--- config.mk ---
export PLATFORM = sky130hd
export DESIGN_NAME = ysyx_22041412_csr_ctrl
export DESIGN_NICKNAME = d
export VERILOG_FILES = /design/src/rtl/ysyx_22041412_csr_ctrl.sv
export SDC_FILE = /design/constraint.sdc
export NUM_CORES = 1
export LEC_CHECK = 0
export ABC_AREA = 0
export BUFFER_PORTS_ARGS = -buffer_cell sky130_fd_sc_hd__clkbuf_2
export CORE_AREA = 2 2 193 195
export CTS_CLUSTER_DIAMETER = 60
export CTS_CLUSTER_SIZE = 40
export DETAILED_ROUTE_END_ITERATION = 12
export DIE_AREA = 0 0 195 197
export PLACE_DENSITY_LB_ADDON = 0.12
export SLEW_MARGIN = 20
export SYNTH_ARGS = -nofsm -noshare
export SYNTH_HDL_FRONTEND = slang
export SYNTH_SLANG_ARGS = --single-unit
export TNS_END_PERCENT = 20
--- constraint.sdc ---
create_clock -name clk -period 4.1 [get_ports clk]
set_input_delay 0.82 -clock clk [delete_from_list [all_inputs] [get_ports clk]]
set_output_delay 0.82 -clock clk [all_outputs]
set_load 0.02 [all_outputs]
--- src/rtl/ysyx_22041412_csr_ctrl.sv ---
// SYSTEM-instruction sequencer: decodes CSR ops / ecall / mret, hands exactly one
// request to the CSR unit, then strobes a register writeback or a PC redirect.
module ysyx_22041412_csr_ctrl (
  input  logic        clk,
  input  logic        rst_n,
  input  logic        inst_valid,
  input  logic [31:0] inst,
  input  logic [63:0] pc,
  input  logic [63:0] rs1_data,
  output logic        stall_o,
  output logic        csr_en,
  output logic [2:0]  csr_addr,
  output logic [2:0]  csr_func3,
  output logic [63:0] csr_pc,
  output logic [63:0] csr_wdata,
  input  logic        csr_ready,
  input  logic [63:0] csr_rdata,
  output logic        wb_valid,
  output logic [4:0]  wb_rd,
  output logic [63:0] wb_data,
  output logic        redirect_valid,
  output logic [63:0] redirect_pc,
  output logic        illegal_o,
  output logic        err_o
);
  typedef enum logic [1:0] {S_IDLE, S_REQ, S_DONE, S_ERR} state_t;
  state_t r_state, w_next;

  logic [2:0]  r_addr, r_func3;
  logic [63:0] r_pc, r_wdata, r_rdata;
  logic [4:0]  r_rd;
  logic        r_ret, r_illegal;
  logic [3:0]  r_cnt;

  logic        w_sys, w_ecall, w_mret, w_mapped, w_legal, w_accept, w_illegal;
  logic [2:0]  w_f3, w_map, w_addr;
  logic [63:0] w_wdata;

  assign w_sys   = (inst[6:0] == 7'b1110011);
  assign w_f3    = inst[14:12];
  assign w_ecall = (inst == 32'h0000_0073);
  assign w_mret  = (inst == 32'h3020_0073);

  always_comb begin
    w_mapped = 1'b1;
    w_map    = 3'd0;
    case (inst[31:20])
      12'h300: w_map = 3'd2;
      12'h305: w_map = 3'd3;
      12'h341: w_map = 3'd4;
      12'h342: w_map = 3'd5;
      default: w_mapped = 1'b0;
    endcase
  end

  // func3=000 is only legal as the exact ecall/mret words; func3=100 is reserved
  assign w_legal   = w_sys && (w_ecall || w_mret ||
                     (w_f3 != 3'b000 && w_f3 != 3'b100 && w_mapped));
  assign w_addr    = w_ecall ? 3'd1 : (w_mret ? 3'd0 : w_map);
  assign w_wdata   = w_f3[2] ? {59'd0, inst[19:15]} : rs1_data;
  assign w_accept  = (r_state == S_IDLE) && inst_valid && w_legal;
  assign w_illegal = (r_state == S_IDLE) && inst_valid && w_sys && !w_legal;

  always_ff @(posedge clk or negedge rst_n) begin
    if (!rst_n) r_state <= S_IDLE;
    else        r_state <= w_next;
  end

  always_comb begin
    w_next         = r_state;
    stall_o        = 1'b0;
    csr_en         = 1'b0;
    csr_addr       = 3'd0;
    csr_func3      = 3'd0;
    csr_pc         = 64'd0;
    csr_wdata      = 64'd0;
    wb_valid       = 1'b0;
    wb_rd          = 5'd0;
    wb_data        = 64'd0;
    redirect_valid = 1'b0;
    redirect_pc    = 64'd0;
    err_o          = 1'b0;
    case (r_state)
      S_IDLE: begin
        stall_o = w_accept;
        if (w_accept) w_next = S_REQ;
      end
      S_REQ: begin
        stall_o   = 1'b1;
        csr_en    = 1'b1;
        csr_addr  = r_addr;
        csr_func3 = r_func3;
        csr_pc    = r_pc;
        csr_wdata = r_wdata;
        if (csr_ready)           w_next = S_DONE;
        else if (r_cnt == 4'hF)  w_next = S_ERR;
      end
      S_DONE: begin
        w_next = S_IDLE;
        if (r_ret) begin
          redirect_valid = 1'b1;
          redirect_pc    = r_rdata;
        end else if (r_rd != 5'd0) begin
          wb_valid = 1'b1;
          wb_rd    = r_rd;
          wb_data  = r_rdata;
        end
      end
      default: begin
        stall_o = 1'b1;
        err_o   = 1'b1;
      end
    endcase
  end

  always_ff @(posedge clk or negedge rst_n) begin
    if (!rst_n) begin
      r_addr    <= 3'd0;
      r_func3   <= 3'd0;
      r_pc      <= 64'd0;
      r_wdata   <= 64'd0;
      r_rdata   <= 64'd0;
      r_rd      <= 5'd0;
      r_ret     <= 1'b0;
      r_cnt     <= 4'd0;
      r_illegal <= 1'b0;
    end else begin
      r_illegal <= w_illegal;
      if (w_accept) begin
        r_addr  <= w_addr;
        r_func3 <= w_f3;
        r_pc    <= pc;
        r_wdata <= w_wdata;
        r_rd    <= (w_ecall || w_mret) ? 5'd0 : inst[11:7];
        r_ret   <= w_ecall || w_mret;
        r_cnt   <= 4'd0;
      end else if (r_state == S_REQ) begin
        r_cnt <= r_cnt + 4'd1;
      end
      if (r_state == S_REQ && csr_ready) r_rdata <= csr_rdata;
    end
  end

  assign illegal_o = r_illegal;
endmodule

* Yosys cells after proc, flatten, opt, wreduce, memory -nomap -nowiden
Cells that the tools add are included.
** Operators by class
- Reduce and logical (&&, ||, !) cells :: 19
- Muxes and demuxes :: 32
- Equality and inequality tests :: 13
- Add/sub/neg operators :: 1
** Operators with widths (count)
- 64-bit 2-to-1 mux :: 8
- 12-bit by 10-bit == test with 1-bit output (second input constant) :: 4
- 32-bit by 30-bit == test with 1-bit output (second input constant) :: 1
- 32-bit by 7-bit == test with 1-bit output (second input constant) :: 1
- 5-bit 2-to-1 mux :: 4
- 3-bit 2-to-1 mux :: 4
- 3-bit case mux with 4 select lines :: 1
- 1-bit logical AND :: 8
- 1-bit 2-to-1 mux :: 8
- 4-bit 2-to-1 mux :: 2
- 7-bit == test (second input constant) :: 1
- 2-bit 2-to-1 mux :: 3
- 3-bit != test (second input constant) :: 2
- 2-bit case mux with 3 select lines :: 1
- 3-bit nonzero test :: 2
- 5-bit nonzero test :: 1
- 4-bit by 1-bit adder with 4-bit output (second input constant) :: 1
- 4-bit == test (second input constant) :: 1
- 4-bit OR reduction :: 1
- 3-bit AND reduction :: 1
- 3-bit OR reduction :: 1
- 2-bit by 1-bit == test with 1-bit output (second input constant) :: 1
- 2-bit == test (second input constant) :: 1
- 2-bit logical NOT :: 1
- 5 further kinds :: 6
** Storage, ports and cells
- Flip-flop bits (word level) :: 211
- Logic and storage cells :: 75
- Bits of input ports :: 228
- Output and inout port bits :: 273

* Depth between registers and ports, before layout
Gate-level depths: netlist of the first run.
- Depth after elaboration :: 9
- Mapped depth :: 9
- Gate-level depth less buffers :: 5

* Least setup slack after synthesis of the first run
No wires, ideal clock.
- Path type :: in2out
- Start :: in inst_valid
- End :: out stall_o
- Data required time :: 3.280 ns
- Path buffers :: 3
- Path slack :: 0.451 ns
- Stages on the path :: 8
- Arrival time :: 2.829 ns
- Cell sequence :: or3b_1 > or4_4 > or4_1 > o31a_1 > buf_6 > buf_6 > clkbuf_1 > nand2_1
** On the way
- Word-level cells in the longest chain between the ends :: 3
** Ends and longest elaborated chain
- start: declaration :: line 6 : input logic inst_valid,
- 1-bit logical AND (2 in a row) :: line 61 : assign w_accept = (r_state == S_IDLE) && inst_valid && w_legal;
- 1-bit case mux with 2 select lines :: line 83 : case (r_state)
- end: declaration :: line 10 : output logic stall_o,
Every way passes these cells.

* Final worst setup path of the first run
- Start :: reg r_state[1]
- End :: out stall_o
** On the way
- Word-level cells in the longest chain between the ends :: 4
- Elaborated cells between the ends (all ways) :: 5
- Classes of those cells :: eq/ne (1); mux (1); reduce/logical (3)
** Ends and longest elaborated chain
- start: declaration :: line 27 : state_t r_state, w_next;
- start signal: assignment :: line 66 : else r_state <= w_next;
- 2-bit logical NOT :: line 61, 83
- 1-bit logical AND (2 in a row) :: line 61
- 1-bit case mux with 2 select lines (*) :: line 83
Mark *: on every way between the ends. The rest lies on a longest branch, timed or not.

==> impl_metrics.json, run 1 <==
{
  "slew_viol_final": 0,
  "ctsHtreeMaxLevel": 1,
  "grt_max_degree": 145,
  "crit_path_start_kind": "register",
  "finalHoldViolations": 0,
  "syn_to_final_growth_pct": 37.8,
  "r2r_cells": 6,
  "drtAntennaViolNets": 0,
  "finalPower_mw": 6.24,
  "p_switching_mw": 1.78,
  "fin_area_sq_mm": 0.0144,
  "drcViolationCount": 0,
  "hp-class": "input pin to async pin",
  "finalWirelength_mm": 32.0,
  "dp_cells": 1786,
  "initial_core_util_pct": 28.9,
  "grt_pass1_vias": 8376,
  "p_leak_nw": 7.90,
  "dpl_cell_area_sq_mm": 0.0134,
  "critPathArrivalTime_ps": 2850,
  "die_w_um": 195,
  "switching_share_pct": 28.5,
  "yosysTopAreaCell": "dfrtp_1",
  "whs_ps": 249,
  "grt_usage_pct": 16.2,
  "synth_top_area_share_pct": 50.5,
  "p_per_area_mw_per_mm2": 433,
  "routed_via_density": 4.40,
  "final_cells": 1836,
  "cts.sinks": 211,
  "fin_crit_ps": 3670,
  "finalClockSkew_ps": 9.59,
  "clk_latency_ps": 550,
  "root_buffer": "clkbuf_16",
  "slew_headroom_pct": 30.6,
  "core_area_sq_mm": 0.0363,
  "cts_setup_buffers": 0,
  "holdBufCountCts": 0,
  "layout_common_cells": "clkbuf_2, and2_1, dfrtp_1",
  "finalSetupViolCount": 0,
  "synth_warnings": 0,
  "ys_seq_area_share_pct": 50.5,
  "syn_inst": 866,
  "drtIter0Drc": 239,
  "rsz0062_at_grt": "false",
  "final_nets": 1576,
  "maxCapViolCount": 0,
  "drive_gt1_share_pct": 56.1,
  "dp_hpwl_mm": 23.4,
  "cts-resized-gates": 0,
  "antenna-diode-count": 0,
  "p_int_mw": 4.47,
  "antenna_found_initial": 0,
  "setup_tns_ps": 0,
  "clock_path_buffers": 3,
  "ys_types": 35,
  "yosys_register_bits": 211,
  "ioPinCount": 501,
  "final_common_cell": "clkbuf_2",
  "io_buffer_count": 500,
  "via_count": 8081,
  "fp-row-count": 70,
  "firstDrtPassIters": 4,
  "end_kind": "primary output",
  "grt_pass1_wl_mm": 49.1,
  "cts_buffers": 27,
  "worst_pin_slew_ps": 1040,
  "outcome": "finished, final reports clean",
  "wire_per_inst_um": 17.5,
  "dieArea_sq_mm": 0.0384,
  "crit_type": "register to primary output",
  "crit_slowest_cell": "or4_1",
  "place_congestion": 0.746,
  "cts_tree": "yes",
  "die_h_um": 197,
  "n_fill_cell": 3632,
  "clkPwrFrac_pct": 41.5,
  "syn-cell-area_sq_mm": 0.0105,
  "synthTopCellsByArea": "dfrtp_1, mux2_2, and2_1, mux2_4, nor2b_1",
  "path_cells": "or3b_1 > or4_4 > or4_1 > o31a_2 > nand2_1 > clkbuf_2",
  "path_clk_slew_ps": 60,
  "combPwrFrac_pct": 15.9,
  "max_freq_mhz": 272,
  "cp.required_ps": 3280,
  "grt_remaining_overflow": 0,
  "postSynthAreaPerCell_sq_um": 12.1,
  "p_seq_share_pct": 42.6,
  "period_share_pct": 89.5,
  "irDropWorstVdd_mv": 0.362,
  "crit_fanout": 6,
  "cpPeakStageDelay_ps": 540,
  "synth_nets": 1095
}
==> metal layers <==
layer | track usage [%] | up-vias | wire length, um
met5 | 0 | - | 0
met1 | 19.4 | 3905 | 12900
met2 | 28.4 | 309 | 15700
met3 | 5.30 | 36 | 2900
li1 | - | 3831 | -
met4 | 3.48 | 0 | 539
==> synthesized netlist by cell type, drive strengths merged <==
library cell,n
and2,271
dfrtp,211
mux2,201
nor2b,60
clkbuf,46
buf,15
nor4,7
a22o,6
nor2,6
nand2,5
xnor2,4
and3,3
inv,3
nand4,3
or4,3
a311oi,2
nor3,2
o21a,2
o32ai,2
xor2,2
a21boi,1
a31oi,1
a32o,1
ha,1
mux2i,1
nand3,1
nand4b,1
nor3b,1
nor4bb,1
o22ai,1
o31a,1
or3b,1
==> final timing paths <==
check,startpoint,end,slack (ps)
setup reg to reg,r_state[1]$_DFFE_PN0P_,r_wdata[57]$_DFFE_PN0P_,940
hold reg to reg,r_pc[28]$_DFFE_PN0P_,r_pc[28]$_DFFE_PN0P_,490
setup / recovery,r_state[1]$_DFFE_PN0P_,stall_o,430
hold / removal,rst_n,r_rdata[57]$_DFFE_PN0P_,250
min in group clk,r_pc[28]$_DFFE_PN0P_,r_pc[28]$_DFFE_PN0P_,490
max in group asynchronous,rst_n,r_rdata[31]$_DFFE_PN0P_,2880
==> stage by stage <==
step                      utilization, %  worst slack, ps
final                               39.8              429
after global routing                39.8              262
after CTS                           39.8              375
after detailed placement            37.1              594
after global placement              37.1              595
after floorplan                        -              451
==> cell families after synthesis <==
kind of cell    Yosys count  synth area share, %
xor+xnor                  6                0.502
simple gates            365                 21.7
fa+ha+maj                 1                0.120
buf+inv                  64                 2.83
mux                     202                 23.1
flops                   211                 50.5
compound gates           17                 1.35
==> critical path, delay by kind of cell (launching register included) <==
family / cells / cell delay [ps]
AO/OA/AOI/OAI: 1 / 160
buffers and inverters: 1 / 190
AND/OR/NAND/NOR: 4 / 1510
flip-flops: 1 / 450
==> cell type report <==
type | count | area [sq um] | share of cell area (%)
Inverter | 3 | 11.3 | 0.0781
Clock inverter | 21 | 292 | 2.02
Clock buffer | 29 | 693 | 4.81
Timing Repair Buffer | 513 | 2660 | 18.4
Tap cell | 468 | 586 | 4.06
Sequential cell | 211 | 5280 | 36.6
Multi-Input combinational cell | 591 | 4900 | 34.0
==> flip-flops by register name, summed over array words and instances (netlist names) <==
register / flops
r_pc: 64
r_rdata: 64
r_wdata: 64
r_rd: 5
r_cnt: 4
r_addr: 3
r_func3: 3
r_state: 2
illegal_o: 1
r_ret: 1
==> power by group through the flow <==
stage               clock, mW  sequential, mW  combinational (mW)
floorplan                   0            2.60               0.655
global placement            0            2.69                1.00
detailed placement          0            2.70                1.02
CTS                      2.68            2.66                1.02
global route             2.77            2.72                1.10
finish                   2.59            2.66               0.993
No activity file was read; power rests on OpenSTA's default activity.
==> run 2, diff against run 1 <==
CORE_AREA = 2 2 196 198   (was 2 2 193 195)
CTS_BUF_LIST = sky130_fd_sc_hd__clkbuf_2 sky130_fd_sc_hd__clkbuf_4 sky130_fd_sc_hd__clkbuf_8   (was default)
DIE_AREA = 0 0 198 200   (was 0 0 195 197)
==> run 2 against run 1 <==
  * Hold slack worse by 16 ps
  * Critical endpoint unchanged
  * Register-to-register slack improved by 50 ps
  * Maximum frequency fell by 0.45%
  * Sequential share of layout area grew 0.82 points
  * Die area increased by 3.1%
  * Routed wire length increased by 0.30%
==> impl_metrics.json, run 2 (synthesized netlist as in run 1, its figures left out) <==
{
  "period_share_pct": 89.9,
  "final_cells": 1880,
  "cts_buffers": 28,
  "use_met2_pct": 26.5,
  "cts-resized-gates": 0,
  "path_cells": "or3b_1 > or4_4 > or4_1 > o31a_2 > nand2_1 > clkbuf_2",
  "switching_share_pct": 31.0,
  "slew_headroom_pct": 31.7,
  "drcViolationCount": 0,
  "core_area_sq_mm": 0.0374,
  "firstDrtPassIters": 4,
  "cp.required_ps": 3280,
  "outcome": "finished, final reports clean",
  "p_seq_share_pct": 49.0,
  "worst_pin_slew_ps": 1020,
  "n_fill_cell": 3835,
  "layout_common_cells": "clkbuf_2, and2_1, dfrtp_1",
  "dieArea_sq_mm": 0.0396,
  "finalPower_mw": 5.44,
  "cts.sinks": 211,
  "grt_max_degree": 145,
  "top_regs": "r_pc (64), r_rdata (64), r_wdata (64)",
  "ioPinCount": 501,
  "crit_path_start_kind": "register",
  "finalSetupViolCount": 0,
  "cts_tree": "yes",
  "irDropWorstVdd_mv": 0.246,
  "dp_hpwl_mm": 23.2,
  "grt_pass1_wl_mm": 47.7,
  "finalHoldViolations": 0,
  "rsz0062_at_grt": "false",
  "holdBufCountCts": 0,
  "crit_slowest_cell": "or4_1",
  "fin_ws_ps": 413,
  "routed_via_density": 4.28,
  "fin_crit_ps": 3690,
  "crit_fanout": 6,
  "grt_pass1_vias": 8014,
  "hp-class": "input pin to async pin",
  "cpPeakStageDelay_ps": 540,
  "grt_usage_pct": 15.6,
  "p_int_mw": 3.76,
  "cts_setup_buffers": 0,
  "p_switching_mw": 1.69,
  "fp-row-count": 71,
  "combPwrFrac_pct": 18.1,
  "io_buffer_count": 500,
  "grt_use_met1_pct": 18.8,
  "root_buffer": "clkbuf_8",
  "end_kind": "primary output",
  "drtAntennaViolNets": 0,
  "regArea_sq_mm": 0.00528,
  "antenna_found_initial": 2,
  "place_congestion": 0.729,
  "path_clk_slew_ps": 80,
  "top_usage_layer": "met2",
  "final_nets": 1576,
  "crit_type": "register to primary output",
  "clk_latency_ps": 600,
  "dp_cells": 1828,
  "die_w_um": 198,
  "grt_remaining_overflow": 0,
  "max_freq_mhz": 271,
  "multi_input_area_sq_mm": 0.00490,
  "die_h_um": 200,
  "syn_to_final_growth_pct": 34.8,
  "whs_ps": 233,
  "final_common_cell": "clkbuf_2",
  "ctsHtreeMaxLevel": 1,
  "clock_path_buffers": 3,
  "maxCapViolCount": 0,
  "p_leak_nw": 7.72,
  "clkPwrFrac_pct": 32.9,
  "wire_per_inst_um": 17.1,
  "setup_tns_ps": 0,
  "grtUsageMet3_pct": 5.49,
  "initial_core_util_pct": 28.0,
  "p_per_area_mw_per_mm2": 386,
  "finalWirelength_mm": 32.1,
  "critPathArrivalTime_ps": 2870,
  "dp_slack_ps": 621,
  "drtIter0Drc": 164,
  "drive_gt1_share_pct": 56.2,
  "slew_viol_final": 0,
  "finalClockSkew_ps": 18.1,
  "via_count": 8044
}
## run 2: changes by cell type in the layout (fill, tap and decap cells not counted), sizes merged
| cell | change |
|---|---|
| bufinv | -3 |
| clkinvlp | +2 |
| diode | +1 |
| buf | -1 |
| clkinv | -2 |
| inv | +1 |
| clkbuf | +3 |
## run 2: per-layer routing
layer / routed length (um) / share of wire [%]
met5: 13 / 0.040
met3: 3000 / 9.3
met1: 13000 / 41
met2: 15500 / 48
met4: 600 / 1.9
## run 2: critical path: cells and delay by family, from the launching register on
family	cells	cell delay (ps)
AOI/OAI and AO/OA	1	150
buffers and inverters	1	190
DFF	1	450
and+or+nand+nor	4	1490
## run 2: final cells by class
class	count	area share, %
clock buffer	32	3.12
multi-input combinational	591	34.7
tap	511	4.53
antenna	1	0.0177
inverter	3	0.0798
timing repair buffer	512	18.8
sequential	211	37.4
clock inverter	19	1.26
## run 2: stage by stage
stage                     utilization, %  cell area [sq um]
after floorplan                        -              10500
after global placement              36.1              13500
after detailed placement            36.1              13500
after CTS                           37.7              14100
after global routing                37.7              14100
final                               37.7              14100
## run 2: power groups by stage
stage / combinational [mW] / sequential, mW / clock, mW
floorplan: 0.655 / 2.60 / 0
global placement: 0.993 / 2.71 / 0
detailed placement: 1.01 / 2.72 / 0
CTS: 1.01 / 2.68 / 1.87
global route: 1.10 / 2.73 / 1.97
finish: 0.984 / 2.67 / 1.79
## run 2: final timing paths
check	cells after the start	slack, ps	end	startpoint
setup / recovery	6	410	stall_o	r_state[1]$_DFFE_PN0P_
hold / removal	1	230	r_rdata[58]$_DFFE_PN0P_	rst_n
setup reg to reg	6	990	r_wdata[50]$_DFFE_PN0P_	r_state[1]$_DFFE_PN0P_
hold reg to reg	1	500	r_pc[54]$_DFFE_PN0P_	r_pc[54]$_DFFE_PN0P_
max in group asynchronous	2	2780	r_wdata[8]$_DFFE_PN0P_	rst_n
min in group clk	2	440	r_rdata[61]$_DFFE_PN0P_	csr_rdata[61]
==> run 3, diff against run 2 <==
PLACE_DENSITY_LB_ADDON = 0.05   (was 0.12)
==> run 3 against run 2 <==
  * Highest routed layer unchanged
  * First-iteration DRC count grew 22%
  * Routed wire length is 4.4% higher
  * Register-to-register slack worse by 30 ps
  * Power is 1.8% higher
  * Clock power grew 6%
  * Design area is 0.44% higher
  * Sequential share of layout area decreased by 0.17 points
==> impl_metrics.json, run 3 (synthesized netlist as in run 1, its figures left out) <==
{
  "finalPower_mw": 5.54,
  "dieArea_sq_mm": 0.0396,
  "grt_remaining_overflow": 0,
  "slew_viol_final": 0,
  "slew_headroom_pct": 23.6,
  "cp.required_ps": 3280,
  "p_leak_nw": 7.75,
  "ioPinCount": 501,
  "path_clk_slew_ps": 80,
  "grt_pass1_wl_mm": 48.5,
  "top_regs": "r_pc (64), r_rdata (64), r_wdata (64)",
  "dp_slack_ps": 569,
  "crit_type": "register to primary output",
  "antenna_found_initial": 4,
  "whs_ps": 297,
  "setup_tns_ps": 0,
  "cts-resized-gates": 0,
  "drcViolationCount": 0,
  "clk_latency_ps": 590,
  "critPathArrivalTime_ps": 2790,
  "crit_slowest_cell": "or4_1",
  "final_nets": 1578,
  "cts_setup_buffers": 0,
  "cts.sinks": 211,
  "dp_hpwl_mm": 24.2,
  "ctsHtreeMaxLevel": 1,
  "irDropWorstVdd_mv": 0.237,
  "core_area_sq_mm": 0.0374,
  "die_h_um": 200,
  "layout_common_cells": "clkbuf_2, and2_1, dfrtp_1",
  "grt_usage_pct": 16.1,
  "die_w_um": 198,
  "place_congestion": 0.726,
  "fin_area_sq_mm": 0.0142,
  "fin_ws_ps": 490,
  "hp-class": "input pin to async pin",
  "grt_max_degree": 145,
  "fp-row-count": 71,
  "path_cells": "or3b_1 > or4_4 > or4_1 > o31a_2 > nand2_1 > clkbuf_2",
  "max_freq_mhz": 277,
  "clock_path_buffers": 3,
  "crit_fanout": 5,
  "worst_pin_slew_ps": 1150,
  "cpPeakStageDelay_ps": 530,
  "final_common_cell": "clkbuf_2",
  "finalHoldViolations": 0,
  "holdBufCountCts": 0,
  "finalSetupViolCount": 0,
  "p_per_area_mw_per_mm2": 391,
  "firstDrtPassIters": 4,
  "syn_to_final_growth_pct": 35.4,
  "grt_pass1_vias": 7951,
  "outcome": "finished, final reports clean",
  "cts_buffers": 29,
  "root_buffer": "clkbuf_8",
  "period_share_pct": 88.0,
  "initial_core_util_pct": 28.0,
  "crit_path_start_kind": "register",
  "maxCapViolCount": 0,
  "dpl_cell_area_sq_mm": 0.0135,
  "via_count": 8120,
  "drive_gt1_share_pct": 56.3,
  "cts_tree": "yes",
  "fin_crit_ps": 3610,
  "finalWirelength_mm": 33.5,
  "end_kind": "primary output",
  "rsz0062_at_grt": "false",
  "drtAntennaViolNets": 0,
  "wire_per_inst_um": 17.8,
  "routed_via_density": 4.31,
  "finalClockSkew_ps": 15.9,
  "io_buffer_count": 500,
  "drtIter0Drc": 200
}
## run 3: cell count changes in the layout (fill, tap and decap cells not counted), sizes merged
| cell | before | now |
|---|---|---|
| buf | 13 | 14 |
| bufinv | 1 | 2 |
| clkbuf | 531 | 532 |
| clkinv | 5 | 4 |
| diode | 1 | 3 |
| inv | 12 | 13 |
## run 3: per-layer routing
layer  track usage, %  routed length, um  up-vias  share of wire [%]
li1                 -                  -     3838                  -
met1             18.4              13100     3906                 39
met2             27.6              16200      327                 48
met3             6.74               3430       47                 10
met4             4.79                766        2                2.3
met5                0                 13        -              0.039
## run 3: report_power, final
| part | switching [mW] | leakage [nW] | total (mW) | internal (mW) |
|---|---|---|---|---|
| Sequential | 0.239 | 2.81 | 2.66 | 2.42 |
| Clock | 0.987 | 0.332 | 1.90 | 0.913 |
| Combinational | 0.482 | 4.62 | 0.980 | 0.498 |
| Total | 1.71 | 7.75 | 5.54 | 3.84 |
## run 3: worst max-delay path, delay by kind of cell, from the launching register on
family / cells / cell delay [ps]
AND/OR/NAND/NOR: 4 / 1440
flip-flops: 1 / 410
buffers and inverters: 1 / 190
AO/OA/AOI/OAI: 1 / 150
## run 3: worst paths after layout
kind / startpoint / to / slack (ps) / cells after the start
min in group clk: pc[25] / r_pc[25]$_DFFE_PN0P_ / 450 / 2
worst min register to register: r_addr[1]$_DFFE_PN0P_ / r_addr[1]$_DFFE_PN0P_ / 490 / 1
max in group asynchronous: rst_n / r_cnt[3]$_DFFE_PN0P_ / 2940 / 2
worst max register to register: r_state[1]$_DFFE_PN0P_ / r_wdata[57]$_DFFE_PN0P_ / 960 / 6
worst min-delay path: rst_n / r_pc[37]$_DFFE_PN0P_ / 300 / 1
worst max-delay path: r_state[1]$_DFFE_PN0P_ / stall_o / 490 / 6
## run 3: area by class of cell
class	instances	area, sq um
diodes	3	7.51
clock buffers	33	448
clock inverters	20	220
fillers	3834	23200
inverters	3	11.3
multi-input cells	591	4900
flip-flops and latches	211	5280
well taps	511	639
repair buffers	513	2660
## run 3: stage by stage
stage	std cells	utilization, %
2_1_floorplan	866	-
3_5_place_dp	1829	36.1
3_3_place_gp	1829	36.1
4_1_cts	1882	37.9
5_1_grt	1884	37.9
6_report	1885	37.9
